===== config.mk =====
export PLATFORM = sky130hd
export DESIGN_NAME = int_ctrl_flat
export DESIGN_NICKNAME = d
export VERILOG_FILES = /design/src/rtl/int_ctrl_if.sv /design/src/rtl/int_ctrl.sv /design/src/flat_wrapper.sv
export SDC_FILE = /design/constraint.sdc
export NUM_CORES = 1
export LEC_CHECK = 0
export ABC_AREA = 0
export CAP_MARGIN = 5
export CELL_PAD_IN_SITES_DETAIL_PLACEMENT = 1
export CELL_PAD_IN_SITES_GLOBAL_PLACEMENT = 1
export CORE_ASPECT_RATIO = 2
export CORE_MARGIN = 2
export CORE_UTILIZATION = 40
export DETAILED_ROUTE_END_ITERATION = 12
export PLACE_DENSITY = 0.87
export SYNTH_ARGS = -nofsm -noshare
export SYNTH_HDL_FRONTEND = slang
export SYNTH_SLANG_ARGS = --single-unit

===== constraint.sdc =====
create_clock -name clk -period 3.5 [get_ports clk]
set_clock_uncertainty 0.05 [all_clocks]
set_input_delay 1.05 -clock clk [delete_from_list [all_inputs] [get_ports clk]]
set_output_delay 1.05 -clock clk [all_outputs]
set_load 0.005 [all_outputs]

===== src/rtl/int_ctrl_if.sv =====
// Pipeline-facing bundle of the trap/interrupt controller: EX-stage trap sources,
// CSR window and the trap request outputs consumed by the next-PC stage.
interface int_ctrl_if;
    logic        PCWrite;
    logic        illegal_ex;
    logic        ecall_ex;
    logic        int_ret;
    logic        csr_we;
    logic [1:0]  csr_addr;
    logic [31:0] csr_wdata;
    logic [31:0] csr_rdata;
    logic        INT_Signal;
    logic [2:0]  INT_PEND;
    logic        EXL_Set;
    logic        flush;

    modport master (
        output PCWrite, illegal_ex, ecall_ex, int_ret, csr_we, csr_addr, csr_wdata,
        input  csr_rdata, INT_Signal, INT_PEND, EXL_Set, flush
    );

    modport slave (
        input  PCWrite, illegal_ex, ecall_ex, int_ret, csr_we, csr_addr, csr_wdata,
        output csr_rdata, INT_Signal, INT_PEND, EXL_Set, flush
    );
endinterface


===== src/rtl/int_ctrl.sv =====
// Trap/interrupt controller: merges EX-stage exceptions with a periodic timer,
// tracks the exception level and exposes a CTRL/PERIOD/COUNT/STATUS CSR window.
module int_ctrl #(
    parameter int               CNT_W      = 32,
    parameter logic [CNT_W-1:0] PERIOD_RST = {CNT_W{1'b0}}
) (
    input  logic       clk,
    input  logic       rst,
    int_ctrl_if.slave  bus
);
    logic [1:0]       ctrl_r;
    logic [CNT_W-1:0] period_r;
    logic [CNT_W-1:0] count_r;
    logic             tmr_pend_r;
    logic             exl_r;
    logic [2:0]       cause_r;
    logic             dbl_fault_r;

    logic             req_tmr_s;
    logic             int_sig_s;
    logic [2:0]       winner_s;
    logic             take_s;
    logic             timer_run_s;
    logic             wrap_s;
    logic             ctrl_we_s;
    logic             period_we_s;
    logic [31:0]      rdata_s;

    // Trap arbitration (illegal > ecall > timer) and timer wrap detection.
    always_comb begin
        req_tmr_s   = tmr_pend_r & ctrl_r[0];
        int_sig_s   = ~exl_r & (bus.illegal_ex | bus.ecall_ex | req_tmr_s);
        winner_s    = 3'd0;
        if (!int_sig_s) begin
            winner_s = 3'd0;
        end else if (bus.illegal_ex) begin
            winner_s = 3'd2;
        end else if (bus.ecall_ex) begin
            winner_s = 3'd3;
        end else begin
            winner_s = 3'd1;
        end
        take_s      = int_sig_s & bus.PCWrite;
        timer_run_s = ctrl_r[1] & (period_r != {CNT_W{1'b0}});
        wrap_s      = timer_run_s & (count_r == (period_r - CNT_W'(1'b1)));
        ctrl_we_s   = bus.csr_we & (bus.csr_addr == 2'd0);
        period_we_s = bus.csr_we & (bus.csr_addr == 2'd1);
    end

    // CSR read mux; STATUS packs EXL, pending timer, last cause and double fault.
    always_comb begin
        rdata_s = 32'd0;
        case (bus.csr_addr)
            2'd0:    rdata_s = {30'd0, ctrl_r};
            2'd1:    rdata_s = 32'(period_r);
            2'd2:    rdata_s = 32'(count_r);
            2'd3:    rdata_s = {26'd0, dbl_fault_r, cause_r, tmr_pend_r, exl_r};
            default: rdata_s = 32'd0;
        endcase
    end

    assign bus.csr_rdata  = rdata_s;
    assign bus.INT_Signal = int_sig_s;
    assign bus.INT_PEND   = winner_s;
    assign bus.EXL_Set    = exl_r;
    assign bus.flush      = take_s;

    // Controller state: CSRs, timer, exception level and fault bookkeeping.
    always_ff @(posedge clk) begin
        if (rst) begin
            ctrl_r      <= 2'd0;
            period_r    <= PERIOD_RST;
            count_r     <= {CNT_W{1'b0}};
            tmr_pend_r  <= 1'b0;
            exl_r       <= 1'b0;
            cause_r     <= 3'd0;
            dbl_fault_r <= 1'b0;
        end else begin
            if (ctrl_we_s) begin
                ctrl_r <= bus.csr_wdata[1:0];
            end
            // A PERIOD write restarts the count regardless of where the timer was.
            if (period_we_s) begin
                period_r <= CNT_W'(bus.csr_wdata);
                count_r  <= {CNT_W{1'b0}};
            end else if (wrap_s) begin
                count_r  <= {CNT_W{1'b0}};
            end else if (timer_run_s) begin
                count_r  <= count_r + CNT_W'(1'b1);
            end
            // A wrap on the same edge as a timer take re-arms the pend.
            if (wrap_s) begin
                tmr_pend_r <= 1'b1;
            end else if (take_s && (winner_s == 3'd1)) begin
                tmr_pend_r <= 1'b0;
            end
            if (take_s) begin
                exl_r   <= 1'b1;
                cause_r <= winner_s;
            end else if (bus.int_ret && exl_r && bus.PCWrite) begin
                exl_r   <= 1'b0;
            end
            if (exl_r && bus.PCWrite && (bus.illegal_ex || bus.ecall_ex)) begin
                dbl_fault_r <= 1'b1;
            end
        end
    end
endmodule


===== src/flat_wrapper.sv =====
// flat-port wrapper written by rule: the top's interface ports become plain ports
module int_ctrl_flat 
#(
    parameter int               CNT_W      = 32,
    parameter logic [CNT_W-1:0] PERIOD_RST = {CNT_W{1'b0}}
)
  (clk, rst, bus_PCWrite, bus_illegal_ex, bus_ecall_ex, bus_int_ret, bus_csr_we, bus_csr_addr, bus_csr_wdata, bus_csr_rdata, bus_INT_Signal, bus_INT_PEND, bus_EXL_Set, bus_flush);
  int_ctrl_if bus_i ();
  input  logic clk;
  input  logic rst;
  input wire logic [$bits(bus_i.PCWrite)-1:0] bus_PCWrite;
  input wire logic [$bits(bus_i.illegal_ex)-1:0] bus_illegal_ex;
  input wire logic [$bits(bus_i.ecall_ex)-1:0] bus_ecall_ex;
  input wire logic [$bits(bus_i.int_ret)-1:0] bus_int_ret;
  input wire logic [$bits(bus_i.csr_we)-1:0] bus_csr_we;
  input wire logic [$bits(bus_i.csr_addr)-1:0] bus_csr_addr;
  input wire logic [$bits(bus_i.csr_wdata)-1:0] bus_csr_wdata;
  output wire logic [$bits(bus_i.csr_rdata)-1:0] bus_csr_rdata;
  output wire logic [$bits(bus_i.INT_Signal)-1:0] bus_INT_Signal;
  output wire logic [$bits(bus_i.INT_PEND)-1:0] bus_INT_PEND;
  output wire logic [$bits(bus_i.EXL_Set)-1:0] bus_EXL_Set;
  output wire logic [$bits(bus_i.flush)-1:0] bus_flush;
  assign bus_i.PCWrite = bus_PCWrite;
  assign bus_i.illegal_ex = bus_illegal_ex;
  assign bus_i.ecall_ex = bus_ecall_ex;
  assign bus_i.int_ret = bus_int_ret;
  assign bus_i.csr_we = bus_csr_we;
  assign bus_i.csr_addr = bus_csr_addr;
  assign bus_i.csr_wdata = bus_csr_wdata;
  assign bus_csr_rdata = bus_i.csr_rdata;
  assign bus_INT_Signal = bus_i.INT_Signal;
  assign bus_INT_PEND = bus_i.INT_PEND;
  assign bus_EXL_Set = bus_i.EXL_Set;
  assign bus_flush = bus_i.flush;
  int_ctrl #(.CNT_W(CNT_W), .PERIOD_RST(PERIOD_RST)) u_core (.clk(clk), .rst(rst), .bus(bus_i));
endmodule

Yosys cells after proc, flatten, opt, wreduce, memory -nomap -nowiden

Index checks and enable logic that the tools add are counted.

Logic and storage cells: 43
Input port bits: 41
Bits in registers: 72

Bitwise logic cells: 10
$add $sub $neg: 2
Eq/ne operators: 5
Multiplexer cells: 8
Reduce and logical (&&, ||, !) cells: 11

Operator list:

| cell                                               | number |
|---|---|
| one-hot mux 32 bit (4 select lines)                | 1 |
| adder 32 x 1 -> 32 bit, second input constant      | 1 |
| == test 32 bit                                     | 1 |
| nonzero test 32 bit                                | 1 |
| subtractor 32 x 1 -> 32 bit, second input constant | 1 |
| bitwise AND 1 bit                                  | 7 |
| two-way mux 3 bit                                  | 2 |
| logical AND 1 bit                                  | 5 |
| == test 2 bit, second input constant               | 2 |
| two-way mux 1 bit                                  | 4 |
| nonzero test 2 bit                                 | 2 |
| == test 3 x 1 -> 1 bit, second input constant      | 1 |
| OR reduction 3 bit                                 | 1 |
| == test 2 x 1 -> 1 bit, second input constant      | 1 |
| zero test 2 bit                                    | 1 |
| two-way mux 2 bit                                  | 1 |
| OR 1 bit                                           | 2 |
| logical OR 1 bit                                   | 1 |
| NOT 1 bit                                          | 1 |

Logic depth before layout (Yosys ltp)

Depth after elaboration: 8
Depth in mapped cells: 13
Mapped depth without buffers: 9

Worst setup path after synthesis

Ideal clock, no wire load.

Path kind: input -> output
From: in bus_csr_addr[1]
To: out bus_csr_rdata[11]
Buffers on the path: 3
Path slack: 0.254 ns
Arrival: 2.146 ns
Required time: 2.400 ns
Stages on the path: 5
Cell sequence: clkbuf_1 -> nor2b_1 -> clkbuf_1 -> clkbuf_1 -> a22o_1

Cells in the longest elaborated chain, start to end: 2
Elaborated cells between the ends (all ways): 5
Classes of those cells: 3 x eq/ne; 1 x mux; 1 x reduce/logical

Ends and longest elaborated chain:

| item                                  | RTL line           | RTL |
|---|---|---|
| start: declaration                    | flat_wrapper.sv:16 | `input wire logic [$bits(bus_i.csr_addr)-1:0] bus_csr_addr;` |
| == test 2 bit (tied with other cells) | int_ctrl.sv:53     | `case (bus.csr_addr)` |
| one-hot mux 32 bit (4 select lines) * | int_ctrl.sv:53     |  |
| end: declaration                      | flat_wrapper.sv:18 | `output wire logic [$bits(bus_i.csr_rdata)-1:0] bus_csr_rdata;` |

Mark *: on every way between the ends. The rest lies on a longest branch, timed or not.

Worst setup path in the final report

From: reg u_core.period_r[0]
To: reg u_core.count_r[4]

Cells in the longest elaborated chain, start to end: 4
Elaborated cells between the ends (all ways): 6
Classes of those cells: 1 x add/sub; 1 x eq/ne; 2 x bitwise; 2 x reduce/logical

Ends and longest elaborated chain:

| item                                                               | RTL line                       | RTL |
|---|---|---|
| start: declaration                                                 | int_ctrl.sv:12                 | `logic [CNT_W-1:0] period_r;` |
| start signal: assignment                                           | int_ctrl.sv:84                 | `period_r <= CNT_W'(bus.csr_wdata);` |
| subtractor 32 x 1 -> 32 bit or nonzero test 32 bit (tied branches) | int_ctrl.sv:45, int_ctrl.sv:44 |  |
| == test 32 bit or bitwise AND 1 bit (tied branches)                | int_ctrl.sv:45, int_ctrl.sv:44 |  |
| bitwise AND 1 bit                                                  | int_ctrl.sv:45                 | `wrap_s = timer_run_s & (count_r == (period_r - CNT_W'(1'b1)));` |
| OR reduction 3 bit (no line)                                       | -                              |  |
| end signal: assignment                                             | int_ctrl.sv:73                 | `count_r <= {CNT_W{1'b0}};` |
| end signal: assignment                                             | int_ctrl.sv:85                 | `count_r <= {CNT_W{1'b0}};` |
| end signal: assignment                                             | int_ctrl.sv:87                 | `count_r <= {CNT_W{1'b0}};` |
| end: declaration                                                   | int_ctrl.sv:13                 | `logic [CNT_W-1:0] count_r;` |

Parallel ways exist; a longest one is shown, timed or not.
A chain may end at the register's enable or synchronous reset.

==> impl_metrics.py <==
metrics = {
    "run_status": {
        "outcome": "finished clean",
    },
    "global_route": {
        "grt_max_degree": 49,
        "grt_pass1_wl_um": 30900,
        "grt_pass1_vias": 5809,
        "grtUsageTotal_pct": 32.2,
        "antenna_found_initial": 0,
        "grt_overflow_total": 0,
    },
    "place": {
        "portBuffers": 77,
        "dp_cells": 799,
        "hpwlAfterDp_um": 12800,
        "place_congestion": 0.910,
    },
    "clock_network": {
        "clk_latency_ns": 0.35,
        "cts_tree": "done",
        "cts_root_buffer": "clkbuf_16",
        "clock_sinks": 71,
        "hold_buffers": 0,
        "htree_levels": 3,
        "path_clk_slew_ns": 0.07,
        "clk_path_buf_depth": 2,
        "cts-buffers-inserted": 9,
    },
    "floorplanning": {
        "initial_utilization_pct": 40.7,
        "rows": 56,
        "dieWidth_um": 81.0,
        "dieArea_um2": 12800,
        "io_pins": 79,
        "core_area_um2": 11600,
        "die_h_um": 158,
    },
    "yosys": {
        "ys_ff_latch": 71,
        "syn_avg_cell_area_um2": 7.82,
        "synth_area_leaders": "dfxtp_1, xnor2_1, nand2_1",
        "yosys-top-cells-count": "nand2_1, dfxtp_1, xnor2_1, nor4_1, clkbuf_1",
        "synth.most_common_cell": "nand2_1",
        "yosysTopAreaCell": "dfxtp_1",
        "seq_area_frac_synth_pct": 30.0,
        "synth_warnings": 0,
        "netlist_area_um2": 4740,
        "synth_top_area_share_pct": 30.0,
        "synth-main-ff-cell": "dfxtp_1",
        "async_flop_share_pct": 0,
        "ys_types": 66,
        "syn_inst": 606,
        "synth_edf_count": 0,
        "synth_nets": 649,
    },
    "critical_path": {
        "start_kind": "register",
        "r2r_slack_ns": 0.02,
        "max_stage_delay_ns": 0.52,
        "worstPathArrival_ns": 3.61,
        "crit_type": "register to register",
        "cp-end-kind": "register",
        "reg2regPathDepth": 10,
        "crit_required_ns": 3.63,
        "reg2reg_to": "u_core.count_r[4]",
        "slowest_stage": "or3b_2",
        "crit_chain": "inv_1 > ha_1 > or3b_2 > o21ai_0 > a221o_1 > o2111ai_1 > or4_4 > nor4_4 > buf_4 > nor4_1",
        "worstPathMaxFanout": 8,
        "rr_startpoint": "u_core.period_r[0]",
    },
    "routing": {
        "drtIter0Drc": 402,
        "dr.pass1.iters": 6,
        "final_antenna_net_count": 0,
        "via_count": 5371,
        "drt-vias-per-instance": 6.49,
        "drcViolationCount": 0,
        "wl_per_cell_um": 24.1,
        "totalWireLength_um": 19900,
    },
    "finish": {
        "finalNetCount": 721,
        "drive_above_1_share_pct": 13.6,
        "diodes": 0,
        "nFillCells": 1435,
        "area_growth_pct": 31.0,
        "fin_cells": 827,
    },
    "sta": {
        "hold_viol_final": 0,
        "tightest_slew_ns": 0.894,
        "max_clock_freq_mhz": 287,
        "slew_headroom_pct": 40.4,
        "post-route-period-util_pct": 99.5,
        "final-setup-viol-count": 0,
        "slew_viol_final": 0,
        "period_needed_ns": 3.48,
    },
    "hold_path": {
        "hold_class": "register to register",
        "hold_end": "u_core.dbl_fault_r",
        "worstHoldStart": "u_core.dbl_fault_r",
        "worstHoldPathCells": 2,
    },
    "power": {
        "finalPower_mw": 2.41,
        "leakagePower_nw": 2.29,
        "ir_drop_mv": 0.253,
        "p_per_area_nw_per_um2": 388,
    },
    "run": {
        "maxCapViolCount": 0,
    },
}
-- sequential cells by signal, summed over array words and instances, names as in the netlist --
signal / flops
u_core.count_r: 32
u_core.period_r: 32
u_core.cause_r: 2
u_core.ctrl_r: 2
u_core.bus.EXL_Set: 1
u_core.dbl_fault_r: 1
u_core.tmr_pend_r: 1
-- power breakdown --
part	switching [mW]	internal [mW]	leakage, nW	total (mW)
sequential	0.0366	0.825	0.575	0.861
clock	0.375	0.695	0.163	1.07
combinational	0.254	0.222	1.55	0.476
total	0.666	1.74	2.29	2.41
-- layer usage --
layer	vias up	global-route usage [%]	part of all wire [%]
met1	2576	32.1	33
met4	0	27.8	9.0
met2	329	55.6	51
met5	-	0	0
li1	2331	-	-
met3	135	5.70	6.7
-- cells by family (layout without fill, tap and decap cells) --
group | after synthesis | after routing | share of synthesized area [%]
buf+inv | 71 | 147 | 6.63
xor+xnor | 68 | 68 | 12.6
mux | 7 | 7 | 2.06
fa+ha+maj | 2 | 2 | 0.528
other cells | 1 | 1 | 0.0791
flops | 71 | 71 | 30.0
simple gates | 275 | 275 | 31.5
compound gates | 111 | 111 | 16.7
-- repair_timing --
item	in CTS	in global routing
resized for setup	41	5
hold endpoints to repair	0	0
buffers inserted	7	4
pin swaps	1	3
cloned	2	0
endpoints found under the setup margin	36	36
-- cell usage in the layout (no fill, tap or decap), types with 3 or more instances in the layout --
cell	synthesis	routed
nand2_1	92	92
dfxtp_1	71	71
xnor2_1	58	58
nor4_1	43	43
clkdlybuf4s50_1	0	41
a21oi_1	38	37
buf_4	2	36
a22o_1	30	30
dlygate4sd2_1	0	30
nor3_1	29	29
nor2_1	30	28
nand4_1	15	15
nand3_1	12	12
inv_1	10	10
xor2_1	10	10
clkbuf_16	0	9
buf_12	0	7
o21ai_0	6	6
or2_2	6	6
and3_1	6	6
a31oi_1	5	5
nor4_2	4	4
nor2b_1	5	3
nor3b_1	4	3
mux2i_1	3	3
nor4_4	3	3
o31ai_1	3	3
nand2b_1	3	3
o2111ai_1	3	3
a211o_1	3	3
or3_1	3	3
bufinv_16	0	3
dlymetal6s2s_1	0	3
-- final cells by class --
cell class              count  area (um^2)  area share, %
clock buffers              10          229           3.69
clock inverters             5          108           1.73
inverters                  10         37.5          0.604
multi-input cells         464         3030           48.8
flip-flops and latches     71         1420           22.9
well taps                 145          181           2.92
repair buffers            122         1200           19.4
-- critical path: cells and delay by family (launching register included) --
kind,cells,cell delay (ns)
AND/OR/NAND/NOR,4,1.59
buffers and inverters,2,0.35
adder cells (fa/ha/maj),1,0.22
flip-flops,1,0.36
AO/OA/AOI/OAI,3,0.75
-- worst max path at each step --
stage                                   from                end  slack, ns  depth (start not counted)
after detailed placement     bus_csr_addr[0]  bus_csr_rdata[16]      -0.34                          6
after global placement       bus_csr_addr[0]  bus_csr_rdata[15]      -0.29                          6
after global routing      u_core.period_r[5]  u_core.count_r[2]      -0.01                          9
after floorplan              bus_csr_addr[1]  bus_csr_rdata[11]       0.25                          5
after CTS                    bus_csr_addr[0]   bus_csr_rdata[5]       0.02                          5
final                     u_core.period_r[0]  u_core.count_r[4]       0.02                         10
-- stage by stage --
step | TNS (ns) | hold slack (ns) | util, % | setup slack (ns) | cell area [um^2]
2_1_floorplan | 0 | 0.381 | - | 0.254 | 4740
3_5_place_dp | -10.38 | 0.441 | 49.2 | -0.341 | 5720
4_1_cts | 0 | 0.466 | 53.0 | 0.0162 | 6170
3_3_place_gp | -8.45 | 0.430 | 49.2 | -0.291 | 5720
5_1_grt | -0.0561 | 0.512 | 53.4 | -0.0149 | 6210
6_report | 0 | 0.487 | 53.4 | 0.0185 | 6210
(Power assumes the default switching activity.)
